$ cat src/rtl/slave_burst_sequencer_if.sv
// Bundles the arbiter/FIFO-side inputs and the slave-side outputs of slave_burst_sequencer.
// The "slave" modport is the sequencer's view; "master" is the driving environment's view.
interface slave_burst_sequencer_if #(
  parameter int masters   = 2,
  parameter int slaves    = 2,
  parameter int max_beats = 16
);
  localparam int MW = (masters > 1) ? $clog2(masters) : 1;
  localparam int DW = (slaves > 1) ? $clog2(slaves) : 1;
  localparam int BW = $clog2(max_beats + 1);

  logic [masters-1:0] master_fifo_empty;
  logic [DW-1:0]      master_slave_dest [0:masters-1];
  logic [masters-1:0] master_fifo_last;
  logic [MW-1:0]      arb_grant_number;
  logic               slave_ready;
  logic               slave_valid;
  logic [MW-1:0]      sel_master;
  logic [masters-1:0] master_fifo_pop;
  logic               busy;
  logic [BW-1:0]      beat_count;
  logic               protocol_err;
  logic               timeout_pulse;

  modport slave (
    input  master_fifo_empty, master_slave_dest, master_fifo_last,
           arb_grant_number, slave_ready,
    output slave_valid, sel_master, master_fifo_pop, busy,
           beat_count, protocol_err, timeout_pulse
  );

  modport master (
    output master_fifo_empty, master_slave_dest, master_fifo_last,
           arb_grant_number, slave_ready,
    input  slave_valid, sel_master, master_fifo_pop, busy,
           beat_count, protocol_err, timeout_pulse
  );
endinterface

$ cat src/rtl/slave_burst_sequencer.sv
// Per-slave burst sequencer: locks the slave port to the granted master for a whole burst.
// Optional stall watchdog enabled by defining SLAVE_BURST_SEQUENCER_WATCHDOG_EN.
module slave_burst_sequencer #(
  parameter int masters           = 2,
  parameter int slaves            = 2,
  parameter int i_am_slave_number = 0,
  parameter int max_beats         = 16,
  parameter int timeout_cycles    = 64
) (
  input logic                  ACLK,
  input logic                  ARESETn,
  slave_burst_sequencer_if.slave bus
);
  localparam int MW = (masters > 1) ? $clog2(masters) : 1;
  localparam int DW = (slaves > 1) ? $clog2(slaves) : 1;
  localparam int BW = $clog2(max_beats + 1);

  typedef enum logic {IDLE, LOCK} state_t;

  state_t             state, state_nxt;
  logic [MW-1:0]      sel_q;
  logic [BW-1:0]      cnt_q;
  logic               err_q;
  logic [masters-1:0] req_me;
  logic               latch;
  logic               accept;
  logic               valid;
  logic [masters-1:0] pop;
  logic               stalled;
  logic               tpulse;

  always_comb begin
    for (int unsigned i = 0; i < masters; i++) begin
      req_me[i] = ~bus.master_fifo_empty[i] &
                  (bus.master_slave_dest[i] == DW'(i_am_slave_number));
    end
  end

`ifdef SLAVE_BURST_SEQUENCER_WATCHDOG_EN
  localparam int TW = $clog2(timeout_cycles + 1);
  logic [TW-1:0] wd_q;
  logic          wd_fire;

  assign wd_fire = (state == LOCK) && stalled && (wd_q == TW'(timeout_cycles - 1));

  always_ff @(posedge ACLK) begin
    if (!ARESETn) begin
      wd_q <= '0;
    end else if (latch || accept) begin
      wd_q <= '0;
    end else if (state == LOCK && stalled) begin
      wd_q <= wd_q + 1'b1;
    end
  end
`else
  logic wd_fire;
  assign wd_fire = 1'b0;
`endif

  assign stalled = bus.master_fifo_empty[sel_q];

  always_comb begin
    state_nxt = state;
    latch     = 1'b0;
    accept    = 1'b0;
    valid     = 1'b0;
    pop       = '0;
    tpulse    = 1'b0;
    case (state)
      IDLE: begin
        if ((int'(bus.arb_grant_number) < masters) && req_me[bus.arb_grant_number]) begin
          latch     = 1'b1;
          state_nxt = LOCK;
        end
      end
      LOCK: begin
        // Destination is not re-checked here: the burst is already committed.
        valid  = ~stalled;
        accept = valid & bus.slave_ready;
        if (accept) begin
          pop[sel_q] = 1'b1;
          if (bus.master_fifo_last[sel_q] || (cnt_q == BW'(max_beats - 1))) begin
            state_nxt = IDLE;
          end
        end
        if (wd_fire) begin
          tpulse    = 1'b1;
          state_nxt = IDLE;
        end
      end
      default: state_nxt = IDLE;
    endcase
  end

  always_ff @(posedge ACLK) begin
    if (!ARESETn) begin
      state <= IDLE;
      sel_q <= '0;
      cnt_q <= '0;
      err_q <= 1'b0;
    end else begin
      state <= state_nxt;
      if (latch) begin
        sel_q <= bus.arb_grant_number;
        cnt_q <= '0;
      end else if (accept) begin
        cnt_q <= cnt_q + 1'b1;
        if (!bus.master_fifo_last[sel_q] && (cnt_q == BW'(max_beats - 1))) begin
          err_q <= 1'b1;
        end
      end
    end
  end

  assign bus.slave_valid     = valid;
  assign bus.master_fifo_pop = pop;
  assign bus.busy            = (state == LOCK);
  assign bus.sel_master      = sel_q;
  assign bus.beat_count      = cnt_q;
  assign bus.protocol_err    = err_q;
  assign bus.timeout_pulse   = tpulse;
endmodule

$ cat src/flat_wrapper.sv
// flat-port wrapper written by rule: the top's interface ports become plain ports
module slave_burst_sequencer_flat 
#(
  parameter int masters           = 2,
  parameter int slaves            = 2,
  parameter int i_am_slave_number = 0,
  parameter int max_beats         = 16,
  parameter int timeout_cycles    = 64
)
  (ACLK, ARESETn, bus_master_fifo_empty, bus_master_slave_dest, bus_master_fifo_last, bus_arb_grant_number, bus_slave_ready, bus_slave_valid, bus_sel_master, bus_master_fifo_pop, bus_busy, bus_beat_count, bus_protocol_err, bus_timeout_pulse);
  slave_burst_sequencer_if #(.masters(masters), .slaves(slaves), .max_beats(max_beats)) bus_i ();
  input logic ACLK;
  input logic ARESETn;
  input wire logic [$bits(bus_i.master_fifo_empty)-1:0] bus_master_fifo_empty;
  input wire logic [$bits(bus_i.master_slave_dest)-1:0] bus_master_slave_dest;
  input wire logic [$bits(bus_i.master_fifo_last)-1:0] bus_master_fifo_last;
  input wire logic [$bits(bus_i.arb_grant_number)-1:0] bus_arb_grant_number;
  input wire logic [$bits(bus_i.slave_ready)-1:0] bus_slave_ready;
  output wire logic [$bits(bus_i.slave_valid)-1:0] bus_slave_valid;
  output wire logic [$bits(bus_i.sel_master)-1:0] bus_sel_master;
  output wire logic [$bits(bus_i.master_fifo_pop)-1:0] bus_master_fifo_pop;
  output wire logic [$bits(bus_i.busy)-1:0] bus_busy;
  output wire logic [$bits(bus_i.beat_count)-1:0] bus_beat_count;
  output wire logic [$bits(bus_i.protocol_err)-1:0] bus_protocol_err;
  output wire logic [$bits(bus_i.timeout_pulse)-1:0] bus_timeout_pulse;
  assign bus_i.master_fifo_empty = bus_master_fifo_empty;
  assign bus_i.master_slave_dest = {>>{bus_master_slave_dest}};
  assign bus_i.master_fifo_last = bus_master_fifo_last;
  assign bus_i.arb_grant_number = bus_arb_grant_number;
  assign bus_i.slave_ready = bus_slave_ready;
  assign bus_slave_valid = bus_i.slave_valid;
  assign bus_sel_master = bus_i.sel_master;
  assign bus_master_fifo_pop = bus_i.master_fifo_pop;
  assign bus_busy = bus_i.busy;
  assign bus_beat_count = bus_i.beat_count;
  assign bus_protocol_err = bus_i.protocol_err;
  assign bus_timeout_pulse = bus_i.timeout_pulse;
  slave_burst_sequencer #(.masters(masters), .slaves(slaves), .i_am_slave_number(i_am_slave_number), .max_beats(max_beats), .timeout_cycles(timeout_cycles)) u_core (.ACLK(ACLK), .ARESETn(ARESETn), .bus(bus_i));
endmodule
$ cat config.mk
export PLATFORM = sky130hd
export DESIGN_NAME = slave_burst_sequencer_flat
export DESIGN_NICKNAME = d
export VERILOG_FILES = /design/src/rtl/slave_burst_sequencer_if.sv /design/src/rtl/slave_burst_sequencer.sv /design/src/flat_wrapper.sv
export SDC_FILE = /design/constraint.sdc
export NUM_CORES = 1
export LEC_CHECK = 0
export BUFFER_PORTS_ARGS = -buffer_cell sky130_fd_sc_hd__buf_2
export CAP_MARGIN = 15
export CELL_PAD_IN_SITES_DETAIL_PLACEMENT = 1
export CELL_PAD_IN_SITES_GLOBAL_PLACEMENT = 2
export CORE_MARGIN = 10
export CORE_UTILIZATION = 25
export CTS_BUF_LIST = sky130_fd_sc_hd__clkbuf_4
export DETAILED_ROUTE_END_ITERATION = 10
export PLACE_DENSITY_LB_ADDON = 0.3
export SLEW_MARGIN = 20
export SYNTH_ARGS = -nofsm -noshare
export SYNTH_HDL_FRONTEND = slang
export SYNTH_SLANG_ARGS = --single-unit
$ cat constraint.sdc
create_clock -name ACLK -period 1.72 [get_ports ACLK]
set_clock_uncertainty 0.05 [all_clocks]
set_input_delay 0.172 -clock ACLK [delete_from_list [all_inputs] [get_ports ACLK]]
set_output_delay 0.172 -clock ACLK [all_outputs]
set_load 0.005 [all_outputs]
==> out/qor.yml, run 1 <==
path_class: "register to primary output"
arrival_ps: 1330
htree_levels: 1
fin_nets: 93
rr_startpoint: "u_core.bus.sel_master$_SDFFE_PN0P_"
wl_met2_um: 633
cts_max_path_buffers: 2
yosysWarningCount: 0
cts_resized: 0
instances_no_fill: 104
synth_mux_area_share_pct: 7.37
drt_first_pass_iters: 4
max_freq_mhz: 644
synth_compound_area_share_pct: 24.2
post_dp_cell_area_um2: 618
status: "completed"
min_to: "u_core.bus.sel_master$_SDFFE_PN0P_"
syn_area_um2: 475
power_density_mw_per_mm2: 653
synth.avg_cell_area_um2: 8.80
gp_congestion: 0.728
synth_fa_ha_area_share_pct: 5.26
setup_violations: 0
path_clk_slew_ps: 50
tns_ps: 0
synth_seq_cells: 8
core_area_mm2: 0.00176
cts_hold_buf: 0
regToRegEndpoint: "u_core.bus.beat_count[3]$_SDFFE_PP0P_"
synth_nets: 66
whs_ps: 160
dr.max_layer_used: "met4"
p_leak_nw: 0.282
hold_path_class: "input port to register"
reg2reg_depth: 3
grt_max_degree: 11
syn_inst: 54
synth_cell_types: 27
drv_cap: 0
ant_nets: 0
vias_per_cell: 4.64
cts_buffers: 3
cp-start-kind: "register"
path_max_fanout: 6
hold_viol_final: 0
track_usage_pct: 7.77
crit_path_end_kind: "primary output"
clk_latency_ps: 260
wl_um: 1450
initial_core_util_pct: 27.0
route.met3.wl_um: 100
grt-ovfl-total: 0
wl_met1_um: 699
die_h_um: 63.6
first_iter_violations: 12
crit_start: "u_core.bus.sel_master$_SDFFE_PN0P_"
grt_pass1_vias: 526
cts_post_setup_buffers_inserted: 0
final_cell_area_um2: 641
final_core_util_pct: 36.3
finalCritPeriodShare_pct: 90.3
min_from: "bus_arb_grant_number"
die_x_um: 63.6
synth_edf_count: 0
antenna_cells: 0
rrSetupSlack_ps: 180
synth_xor_area_share_pct: 0
min_path_cells: 3
grt_pass1_wl_um: 2520
async_flop_share_pct: 0
slew_viol_final: 0
yosys.area_share.simple_pct: 21.6
portBuffers: 20
clock-root-buffer: "clkbuf_4"
final_cell_mix: "buf_2 (20), dfxtp_1 (8)"
ir_drop_mv: 0.398
syn_to_final_growth_pct: 34.7
fin_crit_ps: 1550
drive_gt1_share_pct: 40.5
synth_ff_type: "dfxtp_1"
dp_cells: 101
num_rows: 15
cp.required_ps: 1500
cts_tree: "done"
grt_setup_unrepaired: "no"
dieArea_mm2: 0.00405
antenna_found_initial: 0
clock_sinks: 8
dp_hpwl_um: 1170
drc: 0
final_common_cell: "buf_2"
vias: 483
yosysSeqAreaShare_pct: 33.7
synth_top_family_by_area: "compound AO/OA/AOI/OAI gates"
wire_per_inst_um: 13.9
io_pins: 22
==> Yosys cell counts, types with 2 or more instances <==
master    number  area (µm²)
a21oi_1        3        15.0
ha_1           2        25.0
mux2i_1        2        20.0
or3_1          3        18.8
o21ai_0        3        15.0
inv_1          4        15.0
nor2_1         4        15.0
dfxtp_1        8         160
nand3_1        4        20.0
a211oi_1       4        30.0
==> report_power, final <==
group,leakage [nW],total [mW],switching (mW),internal [mW]
Sequential,0.0648,0.193,0.00296,0.190
Combinational,0.204,0.0723,0.0398,0.0326
Clock,0.0138,0.153,0.0729,0.0804
==> layer usage <==
| layer | vias to the layer above | track usage [%] |
|---|---|---|
| li1 | 255 | - |
| met1 | 213 | 8.73 |
| met2 | 13 | 11.7 |
| met3 | 2 | 4.42 |
| met4 | 0 | 3.28 |
| met5 | - | 0 |
==> cell families (layout without fill, tap and decap cells) <==
group / Yosys count / after routing
AO/OA/AOI/OAI: 16 / 16
adder cells (fa/ha/maj): 2 / 2
buffers and inverters: 6 / 31
flip-flops: 8 / 8
multiplexers: 3 / 3
other: 1 / 1
AND/OR/NAND/NOR: 18 / 18
==> worst max-delay path by stage <==
stage / endpoint / slack, ps / cells past startpoint
4_1_cts: bus_master_fifo_pop[1] / 130 / 4
3_3_place_gp: u_core.bus.beat_count[3]$_SDFFE_PP0P_ / 190 / 3
2_1_floorplan: u_core.bus.beat_count[3]$_SDFFE_PP0P_ / 90 / 4
3_5_place_dp: u_core.bus.beat_count[3]$_SDFFE_PP0P_ / 170 / 3
5_1_grt: u_core.bus.beat_count[4]$_SDFFE_PP0P_ / 2 / 4
6_report: bus_master_fifo_pop[1] / 170 / 4
==> metrics by stage <==
step / total power [mW] / setup WS, ps
3_3_place_gp: 0.270 / 188
3_5_place_dp: 0.271 / 174
4_1_cts: 0.424 / 130
6_report: 0.419 / 167
2_1_floorplan: 0.235 / 87.4
5_1_grt: 0.445 / 1.83
==> area by class of cell <==
cell class	count	area, µm²
repair buffers	24	130
inverters	4	15.0
multi-input cells	40	282
fillers	233	1120
well taps	25	31.3
flip-flops and latches	8	160
clock buffers	3	22.5
==> critical path, stage by stage, from the launching register on <==
cell	delay [ps]
dfxtp_1	340
buf_4	150
mux2i_1	270
and3_2	210
buf_2	110
==> sequential cells by signal, indices dropped and copies added (netlist names) <==
name                     flops
u_core.bus.beat_count        5
u_core.bus.busy              1
u_core.bus.protocol_err      1
u_core.bus.sel_master        1
Note: power is estimated with default switching activity, not from simulation.
==> run 2: changes to the inputs <==
--- a/config.mk
+++ b/config.mk
@@ -10,7 +10,7 @@
 export CELL_PAD_IN_SITES_DETAIL_PLACEMENT = 1
 export CELL_PAD_IN_SITES_GLOBAL_PLACEMENT = 2
 export CORE_MARGIN = 10
-export CORE_UTILIZATION = 25
+export CORE_UTILIZATION = 27
 export CTS_BUF_LIST = sky130_fd_sc_hd__clkbuf_4
 export DETAILED_ROUTE_END_ITERATION = 10
 export PLACE_DENSITY_LB_ADDON = 0.3
==> constraint.sdc (replaced) <==
create_clock -name ACLK -period 1.9 [get_ports ACLK]
set_clock_uncertainty 0.05 [all_clocks]
set_input_delay 0.19 -clock ACLK [delete_from_list [all_inputs] [get_ports ACLK]]
set_output_delay 0.19 -clock ACLK [all_outputs]
set_load 0.005 [all_outputs]
==> run 2 against run 1 <==
Against the previous run: final cell count fell by 12%; die area fell by 5.1%; register-to-register slack barely moved; sequential power fell by 7%; first-iteration DRC count fell by 25%; combinational power fell by 26%; final area fell by 6.2%; critical path type is now register to register; largest cell class unchanged; largest power group unchanged.
==> out/qor.yml, run 2 (synthesis gave the netlist of run 1 again) <==
cp_slowest_cell: "or4_4"
vias: 491
grt_max_degree: 11
drv_cap: 0
path_max_fanout: 10
p_comb_share_pct: 14.5
p_int_mw: 0.267
clock-root-buffer: "clkbuf_4"
drive_gt1_share_pct: 37.3
fin_crit_ps: 1720
portBuffers: 20
vias_per_cell: 5.34
fillers: 223
cp_top_family: "simple AND/OR/NAND/NOR gates"
power_density_mw_per_mm2: 610
ant_nets: 0
num_rows: 15
hold_viol_final: 0
p_switching_mw: 0.0991
fin_nets: 89
cts_buffers: 3
crit_start: "u_core.bus.sel_master$_SDFFE_PN0P_"
pwr-share-clk_pct: 36.7
cts_post_setup_buffers_inserted: 0
drc: 0
antenna_cells: 0
first_iter_violations: 9
dp_hpwl_um: 1120
die_x_um: 62.0
final_core_util_pct: 35.6
p_sw_share_pct: 27.1
drt_first_pass_iters: 3
max_freq_mhz: 582
crit_chain: "mux2_4 -> or4_4 -> a211oi_2"
finalCritPeriodShare_pct: 90.4
slew_viol_final: 0
crit_path_end_kind: "register"
wire_per_inst_um: 15.5
cts_max_path_buffers: 2
cts_hold_buf: 0
dieArea_mm2: 0.00384
clk_latency_ps: 250
min_from: "bus_master_slave_dest[1]"
status: "completed"
rr_startpoint: "u_core.bus.sel_master$_SDFFE_PN0P_"
cp.required_ps: 2030
cp-start-kind: "register"
cp_num_buf_inv: 0
tns_ps: 0
multi_input_area_um2: 282
seq_power_share_pct: 48.8
arrival_ps: 1850
final_common_cell: "buf_2"
die_h_um: 62.0
grt-ovfl-total: 0
largest_reg_flops: 5
core_area_mm2: 0.00169
setup_violations: 0
cts_tree: "done"
htree_levels: 1
ir_drop_mv: 0.250
gp_congestion: 0.725
p_leak_nw: 0.262
rrSetupSlack_ps: 180
instances_no_fill: 92
track_usage_pct: 8.75
critPathMaxStageDelay_ps: 520
dp_cells: 89
clock_sinks: 8
hold_path_class: "input port to register"
final_cell_mix: "buf_2 (20), dfxtp_1 (8)"
path_clk_slew_ps: 60
grt_setup_unrepaired: "no"
grt_pass1_vias: 529
syn_to_final_growth_pct: 26.3
cts_resized: 0
path_class: "register to register"
wl_um: 1430
initial_core_util_pct: 28.1
antenna_found_initial: 0
seqCellArea_um2: 160
io_pins: 22
grt_pass1_wl_um: 2460
## run 2: per-layer routing
layer / track usage, % / share of wire, %
met2: 12.7 / 43
met4: 4.78 / 1.6
met1: 10.3 / 48
met5: 0 / 0
met3: 4.27 / 7.4
## run 2: path summary, 6_finish.rpt
kind,to,depth (start not counted)
max reg2reg,u_core.bus.beat_count[3]$_SDFFE_PP0P_,3
min reg2reg,u_core.bus.protocol_err$_SDFFE_PN0P_,2
min,u_core.bus.sel_master$_SDFFE_PN0P_,3
max,u_core.bus.beat_count[3]$_SDFFE_PP0P_,3
## run 2: tightest hold or removal path: cells and delay by family
family | cells | cell delay [ps]
buf+inv | 1 | 90
compound gates | 2 | 160
## run 2: per-stage QoR
step	instance area, µm²	setup slack (ps)	hold WS [ps]	total power, mW
global route	601	101	186	0.393
finish	601	182	168	0.366
CTS	601	181	158	0.376
global placement	578	233	405	0.236
floorplan	475	267	292	0.212
detailed placement	578	200	416	0.236
## run 2: power groups by stage
stage	logic [mW]	registers, mW	clock network [mW]
floorplan	0.0323	0.180	0
global placement	0.0538	0.182	0
detailed placement	0.0537	0.182	0
CTS	0.0539	0.178	0.144
global route	0.0610	0.180	0.152
finish	0.0532	0.179	0.134
## run 2: layout make-up
type / instances / area share, %
clock buffers: 3 / 3.75
inverters: 4 / 2.50
multi-input cells: 40 / 46.9
flip-flops and latches: 8 / 26.7
well taps: 17 / 3.54
repair buffers: 20 / 16.7
